<file path="src/rtl/sfx_pkg.sv">
// -----------------------------------------------------------------------------
// sfx_pkg
// Shared types and constants for the sound-effect tone generator.
//   sfx_state_t      : burst FSM state (IDLE / PLAY)
//   EVT_*            : event channel indices; a lower index has higher priority
//   DEF_PERIOD_* /
//   DEF_DUR_*        : suggested half-period (clk cycles) and burst length
//                      (half-periods) per event, for the game FSM to drive
// -----------------------------------------------------------------------------
package sfx_pkg;

    typedef enum logic [0:0] {
        IDLE = 1'b0,
        PLAY = 1'b1
    } sfx_state_t;

    localparam int unsigned EVT_BAD      = 32'd0;
    localparam int unsigned EVT_GAMEOVER = 32'd1;
    localparam int unsigned EVT_GOOD     = 32'd2;
    localparam int unsigned EVT_FOOD     = 32'd3;

    // Low pitch for bad news, high pitch for rewards.
    localparam logic [15:0] DEF_PERIOD_BAD      = 16'd40000;
    localparam logic [15:0] DEF_PERIOD_GAMEOVER = 16'd50000;
    localparam logic [15:0] DEF_PERIOD_GOOD     = 16'd12500;
    localparam logic [15:0] DEF_PERIOD_FOOD     = 16'd8000;

    localparam logic [11:0] DEF_DUR_BAD         = 12'd120;
    localparam logic [11:0] DEF_DUR_GAMEOVER    = 12'd600;
    localparam logic [11:0] DEF_DUR_GOOD        = 12'd200;
    localparam logic [11:0] DEF_DUR_FOOD        = 12'd160;

endpackage

</file>
<file path="src/rtl/sfx_evt_arb.sv">
// -----------------------------------------------------------------------------
// sfx_evt_arb
// Rising-edge detection and fixed-priority arbitration of the event lines.
//   clk, rst    : clock, asynchronous active-high reset
//   evt         : raw event request levels
//   busy        : a burst is currently playing
//   active_evt  : index of the playing event
//   start       : accepted trigger this cycle (start or restart a burst)
//   start_idx   : index of the winning trigger (valid with start)
//   dropped     : registered one-cycle pulse when any trigger is discarded
// -----------------------------------------------------------------------------
module sfx_evt_arb
#(
    parameter int NUM_EVT = 4,
    parameter int IDX_W   = 2
) (
    input  logic               clk,
    input  logic               rst,
    input  logic [NUM_EVT-1:0] evt,
    input  logic               busy,
    input  logic [IDX_W-1:0]   active_evt,
    output logic               start,
    output logic [IDX_W-1:0]   start_idx,
    output logic               dropped
);

    localparam logic [NUM_EVT-1:0] TRIG_ONE = {{(NUM_EVT-1){1'b0}}, 1'b1};

    logic [NUM_EVT-1:0] evt_q_r;
    logic [NUM_EVT-1:0] trig_s;
    logic               any_s;
    logic               multi_s;
    logic [IDX_W-1:0]   idx_s;
    logic               accept_s;
    logic               lose_s;
    logic               dropped_r;

    // Previous event levels; cleared by reset so a line high at release triggers.
    always_ff @(posedge clk or posedge rst) begin
        if (rst) begin
            evt_q_r <= '0;
        end else begin
            evt_q_r <= evt;
        end
    end

    // Edge detect, lowest-index-wins encoder and accept/discard decision.
    always_comb begin
        trig_s  = evt & ~evt_q_r;
        any_s   = |trig_s;
        // Clearing the lowest set bit leaves something only if >1 bit was set.
        multi_s = |(trig_s & (trig_s - TRIG_ONE));
        idx_s   = '0;
        for (int k = NUM_EVT - 1; k >= 0; k--) begin
            if (trig_s[k]) begin
                idx_s = IDX_W'(k);
            end else begin
                idx_s = idx_s;
            end
        end
        // A playing burst yields only to an equal or higher-priority event.
        accept_s = any_s && (!busy || (idx_s <= active_evt));
        lose_s   = multi_s || (any_s && busy && (idx_s > active_evt));
    end

    // Discard notification pulse.
    always_ff @(posedge clk or posedge rst) begin
        if (rst) begin
            dropped_r <= 1'b0;
        end else begin
            dropped_r <= lose_s;
        end
    end

    assign start     = accept_s;
    assign start_idx = idx_s;
    assign dropped   = dropped_r;

endmodule

</file>
<file path="src/rtl/sfx_tone_gen.sv">
// -----------------------------------------------------------------------------
// sfx_tone_gen
// Multi-channel sound-effect tone generator: one square-wave burst at a time,
// chosen by fixed priority among rising event edges.
//   clk, rst      : clock, asynchronous active-high reset
//   evt_i         : event request levels, 0->1 triggers
//   period_i      : per-event half-period in clk cycles (slice k = event k)
//   dur_i         : per-event burst length in half-periods
//   sweep_i       : per-event pitch-sweep enable
//   square_o      : speaker tone
//   at_max_o      : half-period terminal-count tick
//   busy_o        : burst playing
//   active_evt_o  : playing event index, 0 when idle
//   done_o        : pulse after a burst completes normally
//   dropped_o     : pulse when a trigger is discarded
// Build option: SFX_SWEEP_EN adds a saturating downward pitch sweep; without
// it sweep_i and SWEEP_SHIFT have no effect.
// -----------------------------------------------------------------------------
module sfx_tone_gen
#(
    parameter int NUM_EVT     = 4,
    parameter int DIV_W       = 16,
    parameter int DUR_W       = 12,
    parameter int SWEEP_SHIFT = 3
) (
    input  logic                       clk,
    input  logic                       rst,
    input  logic [NUM_EVT-1:0]         evt_i,
    input  logic [NUM_EVT*DIV_W-1:0]   period_i,
    input  logic [NUM_EVT*DUR_W-1:0]   dur_i,
    input  logic [NUM_EVT-1:0]         sweep_i,
    output logic                       square_o,
    output logic                       at_max_o,
    output logic                       busy_o,
    output logic [$clog2(NUM_EVT)-1:0] active_evt_o,
    output logic                       done_o,
    output logic                       dropped_o
);
    import sfx_pkg::*;

    localparam int IDX_W = $clog2(NUM_EVT);
    localparam logic [DIV_W-1:0] PER_ONE = {{(DIV_W-1){1'b0}}, 1'b1};
    localparam logic [DIV_W-1:0] PER_MIN = {{(DIV_W-2){1'b0}}, 2'b10};
    localparam logic [DUR_W-1:0] DUR_ONE = {{(DUR_W-1){1'b0}}, 1'b1};

    sfx_state_t       state_r;
    sfx_state_t       state_nxt_s;
    logic [DIV_W-1:0] cnt_r;
    logic [DIV_W-1:0] period_r;
    logic [DUR_W-1:0] dur_rem_r;
    logic [IDX_W-1:0] active_r;
    logic             square_r;
    logic             done_r;
    logic             start_s;
    logic [IDX_W-1:0] start_idx_s;
    logic             dropped_s;
    logic             playing_s;
    logic             at_max_s;
    logic             last_s;
    logic [DIV_W-1:0] sel_period_s;
    logic [DIV_W-1:0] load_period_s;
    logic [DUR_W-1:0] sel_dur_s;
    logic [DUR_W-1:0] load_dur_s;

    sfx_evt_arb #(
        .NUM_EVT (NUM_EVT),
        .IDX_W   (IDX_W)
    ) u_arb (
        .clk        (clk),
        .rst        (rst),
        .evt        (evt_i),
        .busy       (playing_s),
        .active_evt (active_r),
        .start      (start_s),
        .start_idx  (start_idx_s),
        .dropped    (dropped_s)
    );

    // Terminal count and last-half-period detection from registered state.
    always_comb begin
        playing_s = (state_r == PLAY);
        at_max_s  = playing_s && (cnt_r == (period_r - PER_ONE));
        last_s    = at_max_s && (dur_rem_r == DUR_ONE);
    end

    // Parameters of the winning event, clamped to period >= 2 and dur >= 1.
    always_comb begin
        sel_period_s = period_i[int'(start_idx_s)*DIV_W +: DIV_W];
        sel_dur_s    = dur_i[int'(start_idx_s)*DUR_W +: DUR_W];
        if (sel_period_s < PER_MIN) begin
            load_period_s = PER_MIN;
        end else begin
            load_period_s = sel_period_s;
        end
        if (sel_dur_s == '0) begin
            load_dur_s = DUR_ONE;
        end else begin
            load_dur_s = sel_dur_s;
        end
    end

`ifdef SFX_SWEEP_EN
    logic             sweep_r;
    logic [DIV_W-1:0] shr_s;
    logic [DIV_W-1:0] step_s;
    logic [DIV_W:0]   sum_s;
    logic [DIV_W-1:0] swept_s;

    // Next period for a sweeping burst: grow by period>>SHIFT (min 1), saturating.
    always_comb begin
        shr_s = period_r >> SWEEP_SHIFT;
        if (shr_s == '0) begin
            step_s = PER_ONE;
        end else begin
            step_s = shr_s;
        end
        sum_s = {1'b0, period_r} + {1'b0, step_s};
        if (sum_s[DIV_W]) begin
            swept_s = {DIV_W{1'b1}};
        end else begin
            swept_s = sum_s[DIV_W-1:0];
        end
    end

    // Sweep enable captured at burst start.
    always_ff @(posedge clk or posedge rst) begin
        if (rst) begin
            sweep_r <= 1'b0;
        end else if (start_s) begin
            sweep_r <= sweep_i[start_idx_s];
        end else begin
            sweep_r <= sweep_r;
        end
    end
`else
    logic unused_sweep_s;
    assign unused_sweep_s = ^{sweep_i, (SWEEP_SHIFT > 0)};
`endif

    // FSM state register.
    always_ff @(posedge clk or posedge rst) begin
        if (rst) begin
            state_r <= IDLE;
        end else begin
            state_r <= state_nxt_s;
        end
    end

    // FSM next state: any accepted trigger (re)starts, last half-period ends.
    always_comb begin
        state_nxt_s = state_r;
        case (state_r)
            IDLE: begin
                if (start_s) begin
                    state_nxt_s = PLAY;
                end else begin
                    state_nxt_s = IDLE;
                end
            end
            PLAY: begin
                if (start_s) begin
                    state_nxt_s = PLAY;
                end else if (last_s) begin
                    state_nxt_s = IDLE;
                end else begin
                    state_nxt_s = PLAY;
                end
            end
            default: state_nxt_s = IDLE;
        endcase
    end

    // Tone datapath: load on (re)start, count half-periods while playing.
    always_ff @(posedge clk or posedge rst) begin
        if (rst) begin
            cnt_r     <= '0;
            period_r  <= '0;
            dur_rem_r <= '0;
            active_r  <= '0;
            square_r  <= 1'b0;
        end else if (start_s) begin
            cnt_r     <= '0;
            period_r  <= load_period_s;
            dur_rem_r <= load_dur_s;
            active_r  <= start_idx_s;
            square_r  <= 1'b0;
        end else if (playing_s) begin
            if (at_max_s) begin
                cnt_r <= '0;
                if (last_s) begin
                    dur_rem_r <= '0;
                    active_r  <= '0;
                    square_r  <= 1'b0;
                end else begin
                    dur_rem_r <= dur_rem_r - DUR_ONE;
                    active_r  <= active_r;
                    square_r  <= ~square_r;
                end
`ifdef SFX_SWEEP_EN
                if (sweep_r) begin
                    period_r <= swept_s;
                end else begin
                    period_r <= period_r;
                end
`endif
            end else begin
                cnt_r <= cnt_r + PER_ONE;
            end
        end else begin
            cnt_r <= cnt_r;
        end
    end

    // Completion pulse; a burst cut short by a restart does not report done.
    always_ff @(posedge clk or posedge rst) begin
        if (rst) begin
            done_r <= 1'b0;
        end else begin
            done_r <= last_s && !start_s;
        end
    end

    assign square_o     = square_r;
    assign at_max_o     = at_max_s;
    assign busy_o       = playing_s;
    assign active_evt_o = active_r;
    assign done_o       = done_r;
    assign dropped_o    = dropped_s;

endmodule

</file>
<file path="config.mk">
export PLATFORM = sky130hd
export DESIGN_NAME = sfx_tone_gen
export DESIGN_NICKNAME = d
export VERILOG_FILES = /design/src/rtl/sfx_pkg.sv /design/src/rtl/sfx_evt_arb.sv /design/src/rtl/sfx_tone_gen.sv
export SDC_FILE = /design/constraint.sdc
export NUM_CORES = 1
export LEC_CHECK = 0
export BUFFER_PORTS_ARGS = -buffer_cell sky130_fd_sc_hd__buf_4
export CAP_MARGIN = 5
export CORE_MARGIN = 5
export CORE_UTILIZATION = 45
export CTS_CLUSTER_DIAMETER = 40
export DETAILED_ROUTE_END_ITERATION = 8
export PLACE_DENSITY = 0.71
export SLEW_MARGIN = 15
export SYNTH_ARGS = -nofsm -noshare
export SYNTH_HDL_FRONTEND = slang
export SYNTH_SLANG_ARGS = --single-unit
</file>
<file path="constraint.sdc">
create_clock -name clk -period 4.1 [get_ports clk]
set_clock_uncertainty 0.05 [all_clocks]
set_input_delay 0.615 -clock clk [delete_from_list [all_inputs] [get_ports clk]]
set_output_delay 0.615 -clock clk [all_outputs]
set_load 0.02 [all_outputs]
</file>
==> results of run 1 <==
cell families after synthesis:
family,share of synthesized area
muxes,0.0611
DFF,0.303
AOI/OAI and AO/OA,0.171
and+or+nand+nor,0.342
buffers and inverters,0.0426
adders and majority gates,0.0168
xor gates and xnor gates,0.0628
power groups by stage:
stage	logic, uW	registers (uW)	clock network [uW]
after floorplan	954	886	0
after global placement	1300	942	0
after detailed placement	1330	948	0
after CTS	1330	938	312
after global routing	1480	972	336
final	1340	943	304
layout make-up:
cell class	instances	area, um2
Inverter	17	63.8
Multi-Input combinational cell	486	2920
Sequential cell	54	1350
Clock inverter	3	21.3
Timing Repair Buffer	137	1030
Tap cell	133	166
Fill cell	920	4110
Clock buffer	5	68.8
flip-flops by register name, indices dropped and copies added (netlist names):
signal,cells
cnt_r,16
period_r,16
dur_rem_r,12
u_arb.evt_q_r,4
active_evt_o,2
busy_o,1
done_o,1
square_o,1
u_arb.dropped,1
routing by layer:
| layer | global-route usage | wire length [um] | vias up |
|---|---|---|---|
| met1 | 0.327 | 6150 | 2275 |
| met4 | 0.0597 | 236 | 0 |
| met2 | 0.391 | 6610 | 188 |
| li1 | - | - | 2345 |
| met5 | 0 | 0 | - |
| met3 | 0.0528 | 1110 | 16 |
placed cells by master, fill, tap and decap left out, types with 3 or more instances in the layout:
cell type	Yosys	layout
and2_1	6	6
a21oi_1	14	14
a31o_2	4	4
a31oi_1	10	10
o211ai_1	10	10
nor3_1	17	17
nand2_1	133	133
nand2b_1	8	8
xnor2_1	19	19
xor2_1	13	13
nor2_1	37	36
clkbuf_8	0	5
nor2b_1	6	6
o31ai_1	7	7
a211o_1	3	3
or4_1	4	4
inv_1	16	15
nor4_1	14	14
a211oi_1	5	5
o21ai_0	23	23
dfrtp_1	54	54
a311oi_1	3	3
buf_4	2	137
o22ai_1	6	6
nand4_1	12	12
ha_1	6	6
a21o_1	3	3
nand3_1	40	40
mux2_2	10	10
and3_1	19	19
mux2i_1	16	16
worst max path at each step:
stage / end / slack, ns / cells past startpoint
floorplan: period_r[0]$_DFFE_PP0P_ / 0.34 / 15
global placement: cnt_r[0]$_DFFE_PP0P_ / 0.52 / 12
detailed placement: cnt_r[0]$_DFFE_PP0P_ / 0.41 / 12
CTS: at_max_o / 0.52 / 11
global route: at_max_o / 0.29 / 11
finish: at_max_o / 0.54 / 11
metrics by stage:
stage | power [uW] | cell area (um2)
after floorplan | 1840 | 4460
after global placement | 2240 | 5530
after detailed placement | 2270 | 5530
after CTS | 2580 | 5620
after global routing | 2790 | 5620
final | 2580 | 5620
critical path, delay by kind of cell (launching register included):
| family | cells | cell delay, ns |
|---|---|---|
| buffers and inverters | 4 | 0.63 |
| adders and majority gates | 1 | 0.21 |
| xor gates and xnor gates | 1 | 0.19 |
| AOI/OAI and AO/OA | 2 | 0.61 |
| and+or+nand+nor | 3 | 0.48 |
| DFF | 1 | 0.45 |
==> impl_metrics.csv, run 1 <==
group,metric,value,unit
status,status,"finished, final reports clean",
global_route,grt_max_degree,45,
yosys,yosys.cell_count.top_type,"nand2_1",
timing,maxSlewViolCount,0,
critical_path,reg2regPathDepth,11,
critical_path,worstSetupPathType,"reg2out",
route,wirelength,14.1,mm
clock_network,htreeDepth,2,
clock_network,cts_tree,"done",
power,combinationalPowerShare,0.517,
yosys,async_reset_ff_frac,1.00,
floorplan,rows,36,
clock_network,cts-root-buf,"clkbuf_8",
route,drt-wirelength-per-cell,16.9,um
global_route,grt_pass1_wl,23.1,mm
yosys,synth_top_area_frac,0.303,
placement,place.port_buffers,124,
route,drt_iter0_markers,318,
cells_and_area,nets,829,
timing,hold_violations,0,
clock_network,clkTransAtPathRegs,0.10,ns
route,postRouteAntennaNets,0,
critical_path,cp_max_fo,5,
critical_path,reg2reg_from,"u_arb.evt_q_r[2]$_DFF_PP0_",
critical_path,crit_path_frequent_cell,"buf_4",
yosys,netlist_top_cells_area,"dfrtp_1, nand2_1, nand3_1",
yosys,synth.distinct_cells,64,
timing,setup_ws,0.537,ns
floorplan,die-area,0.0120,mm2
clock_network,cts.sink_count,54,
yosys,avgSynthCellArea,7.60,um2
route,drc,0,
power,power_switching_share,0.461,
global_route,grt_use_total,0.241,
floorplan,start_util,0.459,
floorplan,core-area,0.00973,mm2
yosys,yosys_warnings,0,
route,vias,4824,
yosys,synth_area,0.00446,mm2
timing,tns,0,ns
critical_path,worstPathRequired,3.43,ns
power,p_clk_frac,0.118,
yosys,synth_area_leader_cell,"dfrtp_1",
critical_path,cp-start-kind,"register",
critical_path,arrival,2.90,ns
placement,hpwl,11.3,mm
cells_and_area,layout-drive-gt1-share,0.244,
critical_path,cp-end-kind,"output pin",
yosys,synth_seq_cells,54,
timing,worst_pin_slew,0.850,ns
critical_path,r2r-end,"cnt_r[0]$_DFFE_PP0P_",
timing,max_slew_margin,0.428,
floorplan,io-pin-count,129,
yosys,synth_flop_cell,"dfrtp_1",
floorplan,fp.dieW,110,um
critical_path,path_cells,"inv_1 -> ha_1 -> nor3b_1 -> buf_4 -> nand4_1 -> xnor2_1 -> a2bb2oi_1 -> a2111oi_2 -> buf_4 -> and2_1 -> buf_4",
critical_path,slowest_delay,0.47,ns
yosys,seq_area_frac_synth,0.303,
timing,finalCritPeriodShare,0.869,
clock_network,ctsHoldBuffers,0,
route,viasPerCell,5.78,
power,leakagePower,0.00252,uW
yosys,synth_fp_nets,715,
power,p_sw,1190,uW
power,power_per_cell_area,460,mW/mm2
route,firstDrtPassIters,7,
placement,gp_congestion,0.948,
floorplan,die_h,110,um
global_route,antenna_found_initial,0,
clock_network,postCtsSetupRepairBufs,0,
clock_network,clk_latency,0.31,ns
placement,pre_cts_slack,0.415,ns
timing,finalSetupViolations,0,
worst_hold_path,hold_class,"in2async",
yosys,synth_edf_count,0,
global_route,grt-ovfl-total,0,
power,seqPwrFrac,0.365,
clock_network,postCtsResizedCells,0,
power,cellInternalPower,1390,uW
placement,numPlacedInstances,827,
global_route,first_global_vias,4724,
cells_and_area,n_antenna_cell,0,
timing,max_freq,281,MHz
clock_network,clk_path_buf_depth,2,
timing,holdWs,0.266,ns
critical_path,crit_start,"period_r[0]$_DFFE_PP0P_",
yosys,synthCells,587,
clock_network,cts_buffers,5,
timing,fin_crit,3.56,ns
timing,rsz0062_at_grt,"false",
cells_and_area,final_core_util,0.578,
run,cap_violations,0,
yosys,synthTopCellsByCount,"nand2_1, dfrtp_1, nand3_1",
cells_and_area,area_delta_synth_final,26.0,%
cells_and_area,finalNonFillerCells,835,
critical_path,cpMaxStageDelayCell,"a2bb2oi_1",
critical_path,timing.reg2reg.setup_slack,0.76,ns
power,irDropWorstVdd,0.213,mV
No activity file was read; power rests on OpenSTA's default activity.
==> inputs of run 2 (changes only) <==
==> constraint.sdc (replaced) <==
create_clock -name clk -period 4.4 [get_ports clk]
set_clock_uncertainty 0.05 [all_clocks]
set_input_delay 0.66 -clock clk [delete_from_list [all_inputs] [get_ports clk]]
set_output_delay 0.66 -clock clk [all_outputs]
set_load 0.02 [all_outputs]
==> run 2 against run 1 <==
Net effect:
- sequential cell count is the same
- critical path depth is 1 lower
- first-iteration DRC count up 18%
- worst setup slack better by 0.17 ns
- via count down 0.17%
- routed wire length increased by 0.93%
==> impl_metrics.csv, run 2 (synthesized netlist as in run 1, its figures left out) <==
group,metric,value,unit
clock_network,clkTransAtPathRegs,0.10,ns
cells_and_area,layout-drive-gt1-share,0.239,
floorplan,die-area,0.0120,mm2
cells_and_area,area_delta_synth_final,26.2,%
floorplan,die_h,110,um
worst_hold_path,hold_class,"in2async",
cells_and_area,nFillCells,914,
power,irDropWorstVdd,0.274,mV
timing,rsz0062_at_grt,"false",
placement,place_area,0.00552,mm2
floorplan,io-pin-count,129,
power,p_clk_frac,0.141,
floorplan,core-area,0.00973,mm2
critical_path,worstPathRequired,3.69,ns
route,wirelength,14.2,mm
timing,maxSlewViolCount,0,
timing,fin_crit,3.70,ns
cells_and_area,final_area,0.00563,mm2
power,power_per_cell_area,439,mW/mm2
global_route,grt_max_degree,45,
critical_path,cp_max_fo,5,
timing,max_freq,270,MHz
global_route,first_global_vias,4778,
critical_path,crit_path_frequent_cell,"buf_4",
placement,gp_congestion,0.927,
clock_network,clk_path_buf_depth,2,
route,viasPerCell,5.79,
status,status,"finished, final reports clean",
clock_network,postCtsResizedCells,0,
floorplan,rows,36,
clock_network,cts-root-buf,"clkbuf_8",
cells_and_area,reg_top3,"cnt_r (16), period_r (16), dur_rem_r (12)",
route,firstDrtPassIters,7,
route,postRouteAntennaNets,0,
power,p_sw,1120,uW
timing,max_slew_margin,0.383,
clock_network,htreeDepth,2,
route,vias,4816,
power,cellInternalPower,1350,uW
power,combinationalPowerShare,0.505,
clock_network,ctsHoldBuffers,0,
critical_path,arrival,2.99,ns
global_route,grt-ovfl-total,0,
timing,tns,0,ns
timing,finalCritPeriodShare,0.840,
clock_network,clk_latency,0.32,ns
floorplan,start_util,0.459,
critical_path,path_cells,"inv_1 -> ha_1 -> nor3b_1 -> buf_4 -> nand4_1 -> xnor2_1 -> a2bb2oi_1 -> a2111oi_2 -> and2_1 -> buf_4",
cells_and_area,nets,826,
clock_network,cts_buffers,5,
power,power_switching_share,0.454,
critical_path,crit_buf_inv,3,
power,leakagePower,0.00252,uW
critical_path,crit_family,"compound AO/OA/AOI/OAI gates",
clock_network,cts_tree,"done",
placement,place.port_buffers,124,
clock_network,cts.sink_count,54,
critical_path,slowest_delay,0.59,ns
power,seqPwrFrac,0.354,
timing,finalSetupViolations,0,
critical_path,cp-start-kind,"register",
floorplan,fp.dieW,110,um
cells_and_area,n_antenna_cell,0,
global_route,grt_use_total,0.243,
timing,worst_pin_slew,0.917,ns
timing,hold_violations,0,
critical_path,cp-end-kind,"output pin",
timing,setup_ws,0.703,ns
cells_and_area,layout_common_cells,"nand2_1, buf_4, dfrtp_1",
clock_network,postCtsSetupRepairBufs,0,
route,drt_iter0_markers,375,
route,drt-wirelength-per-cell,17.1,um
placement,hpwl,11.3,mm
global_route,antenna_found_initial,0,
run,cap_violations,0,
critical_path,worstSetupPathType,"reg2out",
critical_path,cpMaxStageDelayCell,"a2111oi_2",
route,drc,0,
placement,pre_cts_slack,0.749,ns
global_route,grt_pass1_wl,23.2,mm
-- run 2: cell types whose count changed in the layout (fill, tap and decap cells not counted) --
cell	previous run	this run
clkbuf_1	0	1
clkinv_2	1	0
bufinv_16	0	1
clkinv_4	1	0
buf_4	137	133
buf_12	0	1
-- run 2: final timing paths --
path | from | cells past startpoint | end | slack (ns)
max | period_r[0]$_DFFE_PP0P_ | 10 | at_max_o | 0.70
min in group clk | evt_i[0] | 1 | u_arb.evt_q_r[0]$_DFF_PP0_ | 0.41
max in group asynchronous | rst | 3 | period_r[3]$_DFFE_PP0P_ | 3.21
min | rst | 2 | cnt_r[10]$_DFFE_PP0P_ | 0.29
max reg2reg | u_arb.evt_q_r[2]$_DFF_PP0_ | 11 | cnt_r[1]$_DFFE_PP0P_ | 1.08
min reg2reg | period_r[15]$_DFFE_PP0P_ | 1 | period_r[15]$_DFFE_PP0P_ | 0.50
-- run 2: power by group through the flow --
stage | clock [uW] | sequential (uW) | combinational (uW)
after floorplan | 0 | 825 | 889
final | 349 | 876 | 1250
after global placement | 0 | 876 | 1200
after global routing | 368 | 901 | 1380
after CTS | 352 | 870 | 1240
after detailed placement | 0 | 879 | 1240
-- run 2: final cells by class --
cell class                 instances  area (um2)  share of cell area
inverter                          17        63.8              0.0113
timing repair buffer             134        1020               0.181
clock inverter                     2        37.5             0.00666
multi-input combinational        486        2920               0.519
sequential                        54        1350               0.240
tap                              133         166              0.0295
clock buffer                       6        72.6              0.0129
-- run 2: worst reg2reg max path, stage by stage (launching register included) --
cell and delay, ns:
dfrtp_1 0.38, nand2b_1 0.20, a21oi_1 0.58, nor2_2 0.08, inv_1 0.10, ha_1 0.14, nor2b_1 0.04, o211ai_1 0.38
nand2_1 0.43, buf_12 0.31, o21ai_2 0.28, o21ai_0 0.20
-- run 2: through the flow --
step | std cells | total power (uW) | hold slack (ns) | util
detailed placement | 824 | 2120 | 0.471 | 0.568
CTS | 832 | 2460 | 0.306 | 0.579
finish | 832 | 2470 | 0.289 | 0.579
floorplan | 587 | 1710 | 0.420 | -
global placement | 824 | 2080 | 0.462 | 0.568
global route | 832 | 2650 | 0.322 | 0.579
-- run 2: routing by layer --
layer,routed length [um],up-vias,GRT usage
li1,-,2345,-
met1,6220,2271,0.325
met2,6740,181,0.408
met3,1050,19,0.0435
met4,218,0,0.0606
met5,0,-,0
